==> config.mk <==
export PLATFORM = sky130hd
export DESIGN_NAME = mem_arbiter
export DESIGN_NICKNAME = d
export VERILOG_FILES = /design/src/rtl/mem_arbiter.sv
export SDC_FILE = /design/constraint.sdc
export NUM_CORES = 1
export LEC_CHECK = 0
export ABC_AREA = 1
export ABC_CLOCK_PERIOD_IN_PS = 4200
export CAP_MARGIN = 25
export CELL_PAD_IN_SITES_DETAIL_PLACEMENT = 0
export CELL_PAD_IN_SITES_GLOBAL_PLACEMENT = 2
export CORE_ASPECT_RATIO = 0.8
export CORE_MARGIN = 3
export CORE_UTILIZATION = 39
export CTS_CLUSTER_SIZE = 10
export DETAILED_ROUTE_END_ITERATION = 8
export DONT_BUFFER_PORTS = 1
export HOLD_SLACK_MARGIN = 0.06
export PLACE_DENSITY = 0.91
export REMOVE_ABC_BUFFERS = 1
export SLEW_MARGIN = 0
export SYNTH_ARGS = -nofsm -noshare
export SYNTH_HDL_FRONTEND = slang
export SYNTH_SLANG_ARGS = --single-unit
==> constraint.sdc <==
create_clock -name clk -period 4.2 [get_ports clk]
set_clock_uncertainty 0.15 [all_clocks]
set_input_delay 0.63 -clock clk [delete_from_list [all_inputs] [get_ports clk]]
set_output_delay 0.63 -clock clk [all_outputs]
set_load 0.02 [all_outputs]
==> src/rtl/mem_arbiter.sv <==
// Byte-wide RAM port shared between instruction fetch and the MEM stage.
// Sequences 1/2/4-byte little-endian transfers, one byte per cycle.
module mem_arbiter #(
    parameter int ADDR_W = 32
) (
    input  logic              clk,
    input  logic              rst_n,
    input  logic              if_req,
    input  logic [ADDR_W-1:0] if_addr,
    input  logic              if_flush,
    output logic [31:0]       if_rdata,
    output logic              if_done,
    input  logic              mem_req,
    input  logic              mem_we,
    input  logic [1:0]        mem_size,
    input  logic              mem_sign,
    input  logic [ADDR_W-1:0] mem_addr,
    input  logic [31:0]       mem_wdata,
    output logic [31:0]       mem_rdata,
    output logic              mem_done,
    output logic [ADDR_W-1:0] ram_addr,
    output logic              ram_wr,
    output logic [7:0]        ram_dout,
    input  logic [7:0]        ram_din,
    output logic              stallreq_if,
    output logic              stallreq_mem
);

    typedef enum logic [1:0] {
        IDLE,
        XFER,
        WAIT,
        DONE
    } state_t;

    state_t            state;
    logic              own_mem;
    logic              we_q;
    logic [1:0]        size_q;
    logic              sign_q;
    logic [ADDR_W-1:0] base;
    logic [31:0]       wdata_q;
    logic [2:0]        cnt;
    logic [31:0]       rbuf;
    logic              flush_q;

    logic [2:0]        nbytes;
    logic [2:0]        last;
    logic              cap_en;
    logic [1:0]        cap_idx;
    logic [31:0]       word;
    logic [31:0]       rext;
    logic              busy_done;

    always_comb begin
        nbytes = 3'd4;
        if (size_q == 2'd1) nbytes = 3'd1;
        else if (size_q == 2'd2) nbytes = 3'd2;
    end

    assign last = nbytes - 3'd1;

    // Read data lags its address by two edges: one for the
    // registered address, one for the RAM's registered output.
    always_comb begin
        cap_en  = 1'b0;
        cap_idx = 2'd0;
        if (!we_q) begin
            if (state == XFER && cnt >= 3'd2) begin
                cap_en  = 1'b1;
                cap_idx = 2'(cnt - 3'd2);
            end else if (state == WAIT && nbytes >= 3'd2) begin
                cap_en  = 1'b1;
                cap_idx = 2'(nbytes - 3'd2);
            end
        end
    end

    always_comb begin
        word = rbuf;
        word[8*last[1:0] +: 8] = ram_din;
    end

    always_comb begin
        rext = word;
        if (nbytes == 3'd1)
            rext = {{24{sign_q & word[7]}}, word[7:0]};
        else if (nbytes == 3'd2)
            rext = {{16{sign_q & word[15]}}, word[15:0]};
    end

    // The done cycle is held off arbitration so a requester
    // still holding req for the finished transfer is not re-accepted.
    assign busy_done = if_done | mem_done;

    assign stallreq_if  = if_req && !if_done;
    assign stallreq_mem = mem_req && !mem_done;

    always_ff @(posedge clk or negedge rst_n) begin
        if (!rst_n) begin
            state     <= IDLE;
            own_mem   <= 1'b0;
            we_q      <= 1'b0;
            size_q    <= 2'd0;
            sign_q    <= 1'b0;
            base      <= '0;
            wdata_q   <= 32'd0;
            cnt       <= 3'd0;
            rbuf      <= 32'd0;
            flush_q   <= 1'b0;
            ram_addr  <= '0;
            ram_wr    <= 1'b0;
            ram_dout  <= 8'd0;
            if_rdata  <= 32'd0;
            mem_rdata <= 32'd0;
            if_done   <= 1'b0;
            mem_done  <= 1'b0;
        end else begin
            if_done  <= 1'b0;
            mem_done <= 1'b0;
            if (cap_en)
                rbuf[8*cap_idx +: 8] <= ram_din;
            if (state != IDLE && !own_mem && if_flush)
                flush_q <= 1'b1;
            case (state)
                IDLE: begin
                    if (!busy_done) begin
                        if (mem_req) begin
                            own_mem <= 1'b1;
                            we_q    <= mem_we;
                            size_q  <= mem_size;
                            sign_q  <= mem_sign;
                            base    <= mem_addr;
                            wdata_q <= mem_wdata;
                            cnt     <= 3'd0;
                            state   <= XFER;
                        end else if (if_req && !if_flush) begin
                            own_mem <= 1'b0;
                            we_q    <= 1'b0;
                            size_q  <= 2'd0;
                            sign_q  <= 1'b0;
                            base    <= if_addr;
                            cnt     <= 3'd0;
                            state   <= XFER;
                        end
                    end
                end
                XFER: begin
                    ram_addr <= base + ADDR_W'(cnt);
                    ram_wr   <= we_q;
                    ram_dout <= we_q ? wdata_q[8*cnt[1:0] +: 8] : 8'd0;
                    cnt      <= cnt + 3'd1;
                    if (cnt == last)
                        state <= we_q ? DONE : WAIT;
                end
                WAIT: begin
                    ram_wr <= 1'b0;
                    state  <= DONE;
                end
                DONE: begin
                    ram_wr  <= 1'b0;
                    flush_q <= 1'b0;
                    state   <= IDLE;
                    if (own_mem) begin
                        mem_done <= 1'b1;
                        if (!we_q)
                            mem_rdata <= rext;
                    end else if (!(flush_q || if_flush)) begin
                        if_done  <= 1'b1;
                        if_rdata <= word;
                    end
                end
                default: state <= IDLE;
            endcase
        end
    end

endmodule
# After elaboration in Yosys (flattened, before gate mapping)
# Index checks and enable logic that the tools add are counted.
[classes]
shifts = 5
muxes = 39
bitwise_logic = 7
eq_ne = 11
add_sub_neg = 7
n_lt_le_gt_ge = 2
reduce_logical = 25
[ops]
columns = ["cell", "n"]
rows = [
  ["2-to-1 mux 32 bit", 4],
  ["negation 5 -> 34 bit", 2],
  ["variable shift 8 x 34 -> 32 bit (first input constant)", 2],
  ["variable part select 8 x 34 -> 32 bit", 2],
  ["bitwise mux 32 bit", 2],
  ["adder 32 x 3 -> 32 bit", 1],
  ["variable part select 32 x 6 -> 8 bit", 1],
  ["2-to-1 mux 2 bit", 9],
  ["AND reduction 3 bit", 6],
  ["2-to-1 mux 1 bit", 15],
  ["2-to-1 mux 3 bit", 5],
  ["nonzero test 2 bit", 5],
  ["2-to-1 mux 8 bit", 1],
  ["one-hot mux 2 bit (4 select lines)", 1],
  ["logical AND 1 bit", 7],
  ["equality test 2 bit (second input constant)", 3],
  [">= comparator 3 x 2 -> 1 bit (second input constant)", 2],
  ["one-hot mux 3 bit (2 select lines)", 1],
  ["equality test 2 x 1 -> 1 bit (second input constant)", 2],
  ["zero test 1 bit", 4],
  ["NOT 1 bit", 4],
  ["subtractor 2 bit (second input constant)", 2],
  ["adder 3 x 1 -> 3 bit (second input constant)", 1],
  ["equality test 3 x 1 -> 1 bit (second input constant)", 1],
  ["12 further kinds", 13],
]
[word_totals]
regBits = 214
wordCells = 113

# Logic depth before layout (Yosys ltp)
# Gate-level depths: netlist of the first run.
[logic_depth]
ltp_word = 11
mapped_depth = 17
depth_no_buf = 16

# Least setup slack after synthesis of the first run
# Ideal clock, no wire load.
[synth_timing]
path_type = "flip-flop to flip-flop"
start = "register cnt[0]"
end = "register rbuf[10]"
n_path_buf = 3
setup_ns = 0.083
t_required_ns = 3.967
synth_period_minus_slack_ns = 2.836
arrival_ns = 2.603
stages_incl_launch_ff = 17
setup_slack_ns = 1.364
cell_sequence = "dfrtp_1 > clkinv_1 > clkbuf_1 > ha_1 > nor2_1 > nand2_1 > nand2_1 > o21ai_2 > nand3_4 > buf_6 > ha_1 > inv_1 > or2_2 > buf_1 > nor2_1 > nand3_1 > o21ai_0"
[synth_between]
elab_chain_cells = 7
[synth_rtl]
columns = ["item", "line_no", "rtl"]
rows = [
  ["from (decl)", "43", "logic [2:0] cnt;"],
  ["from (signal assigned)", "152", "cnt <= cnt + 3'd1;"],
  [">= comparator 3 x 2 -> 1 bit", "69", "if (state == XFER && cnt >= 3'd2) begin"],
  ["logical AND 1 bit", "69", ""],
  ["2-to-1 mux 2 bit", "69", ""],
  ["2-to-1 mux 2 bit", "68", "if (!we_q) begin"],
  ["negation 5 -> 34 bit", "122", "rbuf[8*cap_idx +: 8] <= ram_din;"],
  ["variable part select 8 x 34 -> 32 bit / variable shift 8 x 34 -> 32 bit (equally long branches)", "122", ""],
  ["bitwise mux 32 bit", "122", ""],
  ["to (signal, indexed assignment)", "122", ""],
  ["to (decl)", "44", "logic [31:0] rbuf;"],
]
# Several ways; a longest one is shown, not always the timed one.
# A chain may end at the register's enable or synchronous reset.

# Worst setup path in the final report of the first run
[layout_timing]
start = "register cnt[1]"
end = "register rbuf[14]"
# The elaborated chain is that of the path after synthesis.

==> results.md, run 1 <==
- Status: finished with violations
- Failing checks: negative hold slack
- HPWL after DPL: 21.3 mm
- Finished Cell Area: 11600 um^2
- Initial DRC Count: 595
- Fin nets: 1455
- R2R depth: 11
- CTS tree: yes
- Tot GR Track Use: 21.0%
- Hold Fails Final Rpt: 214
- Via Count: 8673
- DIE HEIGHT: 154 um
- Die X-Extent: 191 um
- Critical Path Source Type: register
- Gate Count Post-Synth: 1347
- Synth async-reset ratio: 100%
- Clk sinks: 214
- Post-synth EDFFs: 0
- Utilization after layout: 43.6%
- LEAKAGE: 5.65 nW
- Setup Viol. Count Final: 0
- Most common cell in the netlist: nand2_1
- Crit path DAT: 3.34 ns
- Ys Warns: 0
- Core ar.: 26600 um^2
- Area Growth Syn to Fin: 8.50%
- Synth top area cells: dfrtp_1 50%, nand2_1 17%, o21ai_0 4.8%
- First-pass GRT wire length: 49.3 mm
- Wire per inst: 18.5 um
- Placer Congestion: 0.878
- Global routing usage on met3: 5.36%
- Dpl cells: 1653
- DRC: 0
- H-tree depth: 1
- Max Clk Rate: 321 MHz
- Met2 Resource Use GR: 29.9%
- FP Rows: 53
- RSZ-0062 raised after global routing: no
- ANT nets after route: 0
- Setup TNS: 0 ns
- Total CTS buffers: 25
- Slew @ Worst Pin: 0.813 ns
- Port bufs: 0
- Maximum fanout along the worst path: 18
- HP Class: input pin to async pin
- Root Buffer: clkbuf_16
- Flops & latches, synth: 214
- Yosys top cell by area: dfrtp_1
- Top cell type's share of synthesized area: 50.1%
- I/O Pins: 222
- Hold_ws: -0.334 ns
- Die Footprint: 29400 um^2
- Antenna violations before repair: 0
- Crit end category: register
- Mapped Avg Cell Area: 7.93 um^2
- Pwr dens: 845 nW/um^2
- Final cell count without fillers: 1684
- Unique cell type count in the Yosys netlist: 41
- Initial Util: 40.2%
- Vias per cell: 5.15
- Ys flop type: dfrtp_1
- Final Critical Period: 3.12 ns
- Most Crowded Layer GR: met1
- Max Cap Viol: 0
- Post-CTS setup buffers: 0
- Peak supply drop: 0.000385 V
- Sequential share of the synthesized area: 50.1%
- Max clock buf depth: 3
- Largest net degree at the start of global routing: 215
- Antenna Cells: 0
- GRT overflow: 0
- Clock transition at path regs: 0.06 ns
- Met1 usage in global routing: 32.2%
- Area after DPL: 10900 um^2
- Post-route clock period utilization: 74.2%
- Layout cells sized above 1: 7.16%
- Worst skew pair latency: 0.51 ns
- Total Wirelength: 31.1 mm
- Vias in the first global route: 8693
- Cts repair resizes: 0
- Max-slew violation count: 0
- Pre-antenna DRT Iters: 5
- CP required: 4.42 ns
- Synthesized area: 10700 um^2
- Worst rel slew slack: 45.8%
- Synth cell count leaders: 474 x nand2_1, 214 x dfrtp_1, 114 x nor2_1
- Critical path class: register to register
## sequential cells by signal, indices dropped and copies added, names as in the netlist, 2 cells and up
name	count
base	32
if_rdata	32
mem_rdata	32
ram_addr	32
rbuf	32
wdata_q	32
ram_dout	8
cnt	3
size_q	2
state	2
## critical path, cell delays in order (launching register included)
cell and delay (ns):
dfrtp_1 0.68, ha_1 0.24, nor2_1 0.04, nand2_1 0.09, nand2_1 0.12, o21ai_2 0.13
nand3_4 0.25, inv_2 0.24, ha_1 0.39, inv_1 0.07, nor2_1 0.41, o21ai_0 0.15
## cell usage in the layout, fill, tap and decap left out, drive strengths merged
| cell type | count |
|---|---|
| a31oi | 3 |
| clkbuf | 30 |
| and2 | 1 |
| buf | 11 |
| o21ai | 113 |
| dfrtp | 214 |
| o21a | 13 |
| a311oi | 1 |
| inv | 87 |
| nand4 | 4 |
| nor2 | 123 |
| fa | 1 |
| o221ai | 5 |
| o22ai | 18 |
| xor2 | 8 |
| a21oi | 33 |
| nand2 | 482 |
| nand3 | 99 |
| mux2i | 1 |
| o31ai | 7 |
| or2 | 25 |
| ha | 17 |
| o41ai | 1 |
| nor3 | 1 |
| clkinv | 5 |
| o211ai | 24 |
## layout make-up
class / count / area, um^2
fillers: 2723 / 15000
flip-flops and latches: 214 / 5360
multi-input cells: 980 / 4670
clock buffers: 30 / 654
well taps: 357 / 447
inverters: 92 / 345
repair buffers: 11 / 123
## report_power, final
part | switching [W] | internal (W)
Clock | 0.000798 | 0.00107
Combinational | 0.00238 | 0.00116
Sequential | 0.00136 | 0.00302
Total | 0.00454 | 0.00526
## routing by layer
metal  part of all wire, %  up-vias
met5                     0        -
met4                   2.2        0
met3                   7.7       40
li1                      -     4292
met2                    40      242
met1                    50     4099
## per-stage QoR
stage | worst slack (ns) | power, W
3_5_place_dp | 1.10 | 0.00795
3_3_place_gp | 1.17 | 0.00788
6_report | 1.08 | 0.00980
2_1_floorplan | 0.933 | 0.00671
4_1_cts | 1.09 | 0.00989
5_1_grt | 0.742 | 0.0106
## worst paths after layout
check,slack (ns),to,start
setup / recovery,1.08,rbuf[14]$_DFFE_PN0P_,cnt[1]$_DFFE_PN0P_
min in group clk,0.11,wdata_q[13]$_DFFE_PN0P_,mem_wdata[13]
setup reg to reg,1.08,rbuf[14]$_DFFE_PN0P_,cnt[1]$_DFFE_PN0P_
hold / removal,-0.33,ram_addr[20]$_DFFE_PN0P_,rst_n
max in group asynchronous,3.87,rbuf[1]$_DFFE_PN0P_,rst_n
hold reg to reg,0.31,wdata_q[9]$_DFFE_PN0P_,wdata_q[9]$_DFFE_PN0P_
## logic make-up (layout without fill, tap and decap cells)
| kind of cell | count (synthesis) | after routing | share of synthesized area, % |
|---|---|---|---|
| simple gates | 735 | 735 | 28.7 |
| xor+xnor | 8 | 8 | 0.656 |
| buf+inv | 153 | 133 | 6.21 |
| compound gates | 218 | 218 | 12.1 |
| mux | 1 | 1 | 0.0937 |
| fa+ha+maj | 18 | 18 | 2.18 |
| flops | 214 | 214 | 50.1 |
Power figures use the tool's default switching activity.
==> run 2: changes to the inputs <==
ABC_CLOCK_PERIOD_IN_PS = 3100   (was 4200)
CORE_UTILIZATION = 37   (was 39)
PLACE_DENSITY = 0.87   (was 0.91)
clock period = 3.1 ns   (was 4.2 ns; I/O delays follow)
==> results.md, run 2 (synthesis gave the netlist of run 1 again) <==
- Sequential Power Share: 43.1% (was 44.8%)
- GRT overflow: 0 (unchanged)
- Max-slew violation count: 0 (unchanged)
- Final WS setup: 0.428 ns (was 1.08 ns)
- Most frequent cells in the layout: 474 x nand2_1, 214 x dfrtp_1, 130 x dlygate4sd3_1 (was 474 x nand2_1, 214 x dfrtp_1, 114 x nor2_1)
- Initial Util: 38.4% (was 40.2%)
- Place WS: 0.467 ns (was 1.10 ns)
- Post-route clock period utilization: 86.2% (was 74.2%)
- Setup Viol. Count Final: 0 (unchanged)
- Clock transition at path regs: 0.06 ns (about the same)
- Peak supply drop: 0.000608 V (was 0.000385 V)
- RR Startpoint: state[1]$_DFFE_PN0P_ (was cnt[1]$_DFFE_PN0P_)
- Worst skew pair latency: 0.54 ns (was 0.51 ns)
- Critical path class: register to register (unchanged)
- Via Count: 9310 (was 8673)
- Clock share of power: 19.4% (was 19.1%)
- Initial DRC Count: 433 (was 595)
- DRC: 0 (unchanged)
- Pwr dens: 1060 nW/um^2 (was 845 nW/um^2)
- Total CTS buffers: 26 (was 25)
- Wire per inst: 18.0 um (was 18.5 um)
- CP required: 3.41 ns (was 4.42 ns)
- Clk sinks: 214 (unchanged)
- Area Growth Syn to Fin: 21.6% (was 8.50%)
- LEAKAGE: 6.09 nW (was 5.65 nW)
- Crit path from: state[1]$_DFFE_PN0P_ (was cnt[1]$_DFFE_PN0P_)
- Post-CTS Hold Buffers: 130
- Status: finished with violations (unchanged)
- Final Critical Period: 2.67 ns (was 3.12 ns)
- Largest net degree at the start of global routing: 215 (unchanged)
- Internal power: 0.00742 W (was 0.00526 W)
- Vias per cell: 5.08 (was 5.15)
- Fin nets: 1594 (was 1455)
- I/O Pins: 222 (unchanged)
- Maximum fanout along the worst path: 8 (was 18)
- Tot Pwr: 0.0138 W (was 0.00980 W)
- Max clock buf depth: 3 (unchanged)
- Comb pwr share: 37.5% (was 36.2%)
- Antenna Cells: 0 (unchanged)
- Total Wirelength: 33.1 mm (was 31.1 mm)
- H-tree depth: 1 (unchanged)
- FP Rows: 54 (was 53)
- Worst rel slew slack: 58.6% (was 45.8%)
- Core ar.: 27800 um^2 (was 26600 um^2)
- Pre-antenna DRT Iters: 5 (unchanged)
- R2R depth: 13 (was 11)
- ANT nets after route: 0 (unchanged)
- Die Footprint: 31000 um^2 (was 29400 um^2)
- HP Class: input pin to async pin (unchanged)
- Hold Fails Final Rpt: 214 (unchanged)
- Tot GR Track Use: 21.2% (was 21.0%)
- Layout cells sized above 1: 7.28% (was 7.16%)
- Utilization after layout: 46.7% (was 43.6%)
- Fillers: 2791 (was 2723)
- Max Clk Rate: 374 MHz (was 321 MHz)
- CTS tree: yes (unchanged)
- Root Buffer: clkbuf_16 (unchanged)
- Most frequent standard cell in the layout excluding fill and tap cells: nand2_1 (unchanged)
- Hold_ws: -0.510 ns (was -0.334 ns)
- P_sw: 0.00635 W (was 0.00454 W)
- Critical Path Source Type: register (unchanged)
- Crit path DAT: 2.98 ns (was 3.34 ns)
- Antenna violations before repair: 0 (unchanged)
- DIE HEIGHT: 158 um (was 154 um)
- Port bufs: 0 (unchanged)
- Post-CTS setup buffers: 0 (unchanged)
- Max Cap Viol: 0 (unchanged)
- Placer Congestion: 0.862 (was 0.878)
- Failing checks: negative hold slack (unchanged)
- Crit end category: register (unchanged)
- Vias in the first global route: 9303 (was 8693)
- Die X-Extent: 196 um (was 191 um)
- Slew @ Worst Pin: 0.616 ns (was 0.813 ns)
- RSZ-0062 raised after global routing: no (unchanged)
- HPWL after DPL: 22.0 mm (was 21.3 mm)
- Sw frac: 46.1% (was 46.3%)
- Cts repair resizes: 0 (unchanged)
- First-pass GRT wire length: 52.3 mm (was 49.3 mm)
## run 2: final timing paths
kind	endpoint	slack, ns
setup / recovery	rbuf[19]$_DFFE_PN0P_	0.43
min in group clk	base[6]$_DFFE_PN0P_	0.09
hold reg to reg	wdata_q[16]$_DFFE_PN0P_	0.31
setup reg to reg	rbuf[19]$_DFFE_PN0P_	0.43
hold / removal	base[20]$_DFFE_PN0P_	-0.51
max in group asynchronous	wdata_q[13]$_DFFE_PN0P_	2.96
## run 2: layout make-up
type / instances / area (um^2) / share of cell area (%)
Multi-Input combinational cell: 980 / 4670 / 35.9
Sequential cell: 214 / 5360 / 41.2
Clock inverter: 3 / 30.0 / 0.231
Inverter: 92 / 345 / 2.66
Timing Repair Buffer: 149 / 1460 / 11.2
Tap cell: 364 / 455 / 3.51
Clock buffer: 31 / 679 / 5.23
## run 2: routing by layer
layer | track usage, % | part of all wire [%]
met2 | 32.3 | 42
met3 | 4.85 | 6.1
met5 | 0 | 0
met4 | 4.41 | 1.6
met1 | 31.2 | 50
## run 2: worst max-delay path, stage by stage (launching register included)
cell and delay, ns:
dfrtp_1 0.40, inv_1 0.14, ha_2 0.21, nand2_1 0.13, nand2_1 0.12, nand2_2 0.09
inv_2 0.11, nand2_1 0.12, ha_1 0.32, inv_1 0.06, or2_2 0.37, nor2_1 0.17
nand3_1 0.10, o21ai_0 0.10
## run 2: stage by stage
step | hold slack (ns) | area, um^2 | setup TNS, ns | cells
3_5_place_dp | 0.0273 | 11000 | 0 | 1669
2_1_floorplan | 0.0194 | 10400 | -3.95 | 1286
4_1_cts | -0.551 | 13000 | 0 | 1833
3_3_place_gp | 0.0277 | 11000 | 0 | 1669
6_report | -0.510 | 13000 | 0 | 1833
5_1_grt | -0.546 | 13000 | 0 | 1833
## run 2: power groups by stage
stage                     Combinational [W]  Sequential [W]  Clock (W)
final                               0.00516         0.00594    0.00267
after global routing                0.00593         0.00612    0.00287
after CTS                           0.00516         0.00596    0.00276
after detailed placement            0.00491         0.00600          0
after global placement              0.00483         0.00597          0
after floorplan                     0.00347         0.00562          0
==> run 3: changes to the inputs <==
CORE_MARGIN = unset   (was 3)
==> results.md, run 3 (synthesis gave the netlist of run 1 again) <==
- Status: finished with violations (unchanged)
- Failing checks: negative hold slack (unchanged)
- CTS tree: yes (unchanged)
- Slew @ Worst Pin: 0.638 ns (was 0.616 ns)
- Crit end category: register (unchanged)
- Worst skew pair latency: 0.52 ns (was 0.54 ns)
- Critical Path Source Type: register (unchanged)
- DRC: 0 (unchanged)
- H-tree depth: 1 (unchanged)
- Total CTS buffers: 25 (was 26)
- Max-slew violation count: 0 (unchanged)
- Layout cells sized above 1: 7.31% (was 7.28%)
- Maximum fanout along the worst path: 18 (was 8)
- Port bufs: 0 (unchanged)
- Clk sinks: 214 (unchanged)
- Wire per inst: 17.8 um (was 18.0 um)
- ANT nets after route: 0 (unchanged)
- Root Buffer: clkbuf_16 (unchanged)
- Hold_ws: -0.506 ns (was -0.510 ns)
- Final WS setup: 0.335 ns (was 0.428 ns)
- R2R depth: 11 (was 13)
- Post-CTS Hold Buffers: 125 (was 130)
- Placer Congestion: 0.857 (was 0.862)
- Vias in the first global route: 9224 (was 9303)
- Largest net degree at the start of global routing: 215 (unchanged)
- Most frequent cells in the layout: 474 x nand2_1, 214 x dfrtp_1, 125 x dlygate4sd3_1 (was 474 x nand2_1, 214 x dfrtp_1, 130 x dlygate4sd3_1)
- Initial Util: 37.7% (was 38.4%)
- Antenna violations before repair: 0 (unchanged)
- Area Growth Syn to Fin: 21.1% (was 21.6%)
- Tot GR Track Use: 22.2% (was 21.2%)
- DIE HEIGHT: 154 um (was 158 um)
- Fin nets: 1592 (was 1594)
- Crit path DAT: 3.04 ns (was 2.98 ns)
- Die X-Extent: 192 um (was 196 um)
- RSZ-0062 raised after global routing: no (unchanged)
- First-pass GRT wire length: 51.4 mm (was 52.3 mm)
- Total Wirelength: 32.6 mm (was 33.1 mm)
- Setup Viol. Count Final: 0 (unchanged)
- Fillers: 2836 (was 2791)
- Cts repair resizes: 0 (unchanged)
- Pre-antenna DRT Iters: 4 (was 5)
- Via Count: 9370 (was 9310)
- Place WS: 0.388 ns (was 0.467 ns)
- Worst reg2reg path endpoint: rbuf[21]$_DFFE_PN0P_ (was rbuf[19]$_DFFE_PN0P_)
- Worst rel slew slack: 57.1% (was 58.6%)
- CP required: 3.38 ns (was 3.41 ns)
- GRT overflow: 0 (unchanged)
- Antenna Cells: 0 (unchanged)
- Critical path class: register to register (unchanged)
- Hold Fails Final Rpt: 214 (unchanged)
- HPWL after DPL: 21.6 mm (was 22.0 mm)
- Max clock buf depth: 3 (unchanged)
- Core ar.: 28400 um^2 (was 27800 um^2)
- Post-CTS setup buffers: 0 (unchanged)
- Post-route clock period utilization: 89.2% (was 86.2%)
- Worst reg-to-reg setup slack: 0.33 ns (was 0.43 ns)
- RR Startpoint: size_q[1]$_DFFE_PN0P_ (was state[1]$_DFFE_PN0P_)
- Most frequent standard cell in the layout excluding fill and tap cells: nand2_1 (unchanged)
- Max Cap Viol: 0 (unchanged)
- Vias per cell: 5.11 (was 5.08)
- Initial DRC Count: 590 (was 433)
- Utilization after layout: 45.6% (was 46.7%)
- Pwr dens: 1060 nW/um^2 (about the same)
- Die Footprint: 29600 um^2 (was 31000 um^2)
- LEAKAGE: 6.07 nW (was 6.09 nW)
- FP Rows: 55 (was 54)
- Clock transition at path regs: 0.06 ns (about the same)
- Max Clk Rate: 362 MHz (was 374 MHz)
- Final Critical Period: 2.77 ns (was 2.67 ns)
- HP Class: input pin to async pin (unchanged)
- I/O Pins: 222 (unchanged)
- Peak supply drop: 0.000582 V (was 0.000608 V)
[run 3: layout make-up]
class / count / area, um^2 / area share (%)
Inverter: 92 / 345 / 2.67
Sequential cell: 214 / 5360 / 41.4
Clock buffer: 30 / 654 / 5.06
Timing Repair Buffer: 148 / 1450 / 11.2
Tap cell: 370 / 463 / 3.58
Multi-Input combinational cell: 980 / 4670 / 36.1
[run 3: worst max-delay path by stage]
stage / start / to / slack [ns]
CTS: size_q[1]$_DFFE_PN0P_ / rbuf[11]$_DFFE_PN0P_ / 0.36
global placement: size_q[1]$_DFFE_PN0P_ / rbuf[10]$_DFFE_PN0P_ / 0.51
global route: size_q[1]$_DFFE_PN0P_ / rbuf[21]$_DFFE_PN0P_ / 0.09
detailed placement: size_q[1]$_DFFE_PN0P_ / rbuf[11]$_DFFE_PN0P_ / 0.39
floorplan: state[0]$_DFFE_PN0P_ / wdata_q[0]$_DFFE_PN0P_ / -0.10
finish: size_q[1]$_DFFE_PN0P_ / rbuf[21]$_DFFE_PN0P_ / 0.33
[run 3: where the power goes]
part	internal (W)	switching, W	leakage, nW
registers	0.00410	0.00183	2.62
clock network	0.00145	0.00110	0.320
logic	0.00186	0.00333	3.14
[run 3: critical path: stages, from the launching register on]
cell	delay, ns
dfrtp_1	0.40
inv_1	0.10
ha_1	0.30
inv_2	0.07
o21ai_2	0.23
nand3_4	0.25
ha_1	0.39
inv_1	0.06
or2_2	0.37
nor2_1	0.16
nand3_1	0.10
o21ai_0	0.10
[run 3: stage by stage]
step           area [um^2]  hold WS (ns)  setup TNS [ns]  power (W)  cells
5_1_grt              12900        -0.530               0     0.0148   1834
6_report             12900        -0.506               0     0.0137   1834
3_5_place_dp         11000        0.0252               0     0.0109   1679
4_1_cts              12900        -0.524               0     0.0138   1834
3_3_place_gp         11000        0.0250               0     0.0108   1679
2_1_floorplan        10400        0.0194           -3.95    0.00909   1286
[run 3: per-layer routing]
layer / vias to the layer above / part of all wire [%] / GRT usage (%)
met5: - / 0 / 0
met4: 0 / 1.5 / 4.08
met3: 38 / 8.4 / 6.12
met2: 269 / 43 / 33.0
met1: 4496 / 48 / 32.3
li1: 4567 / - / -
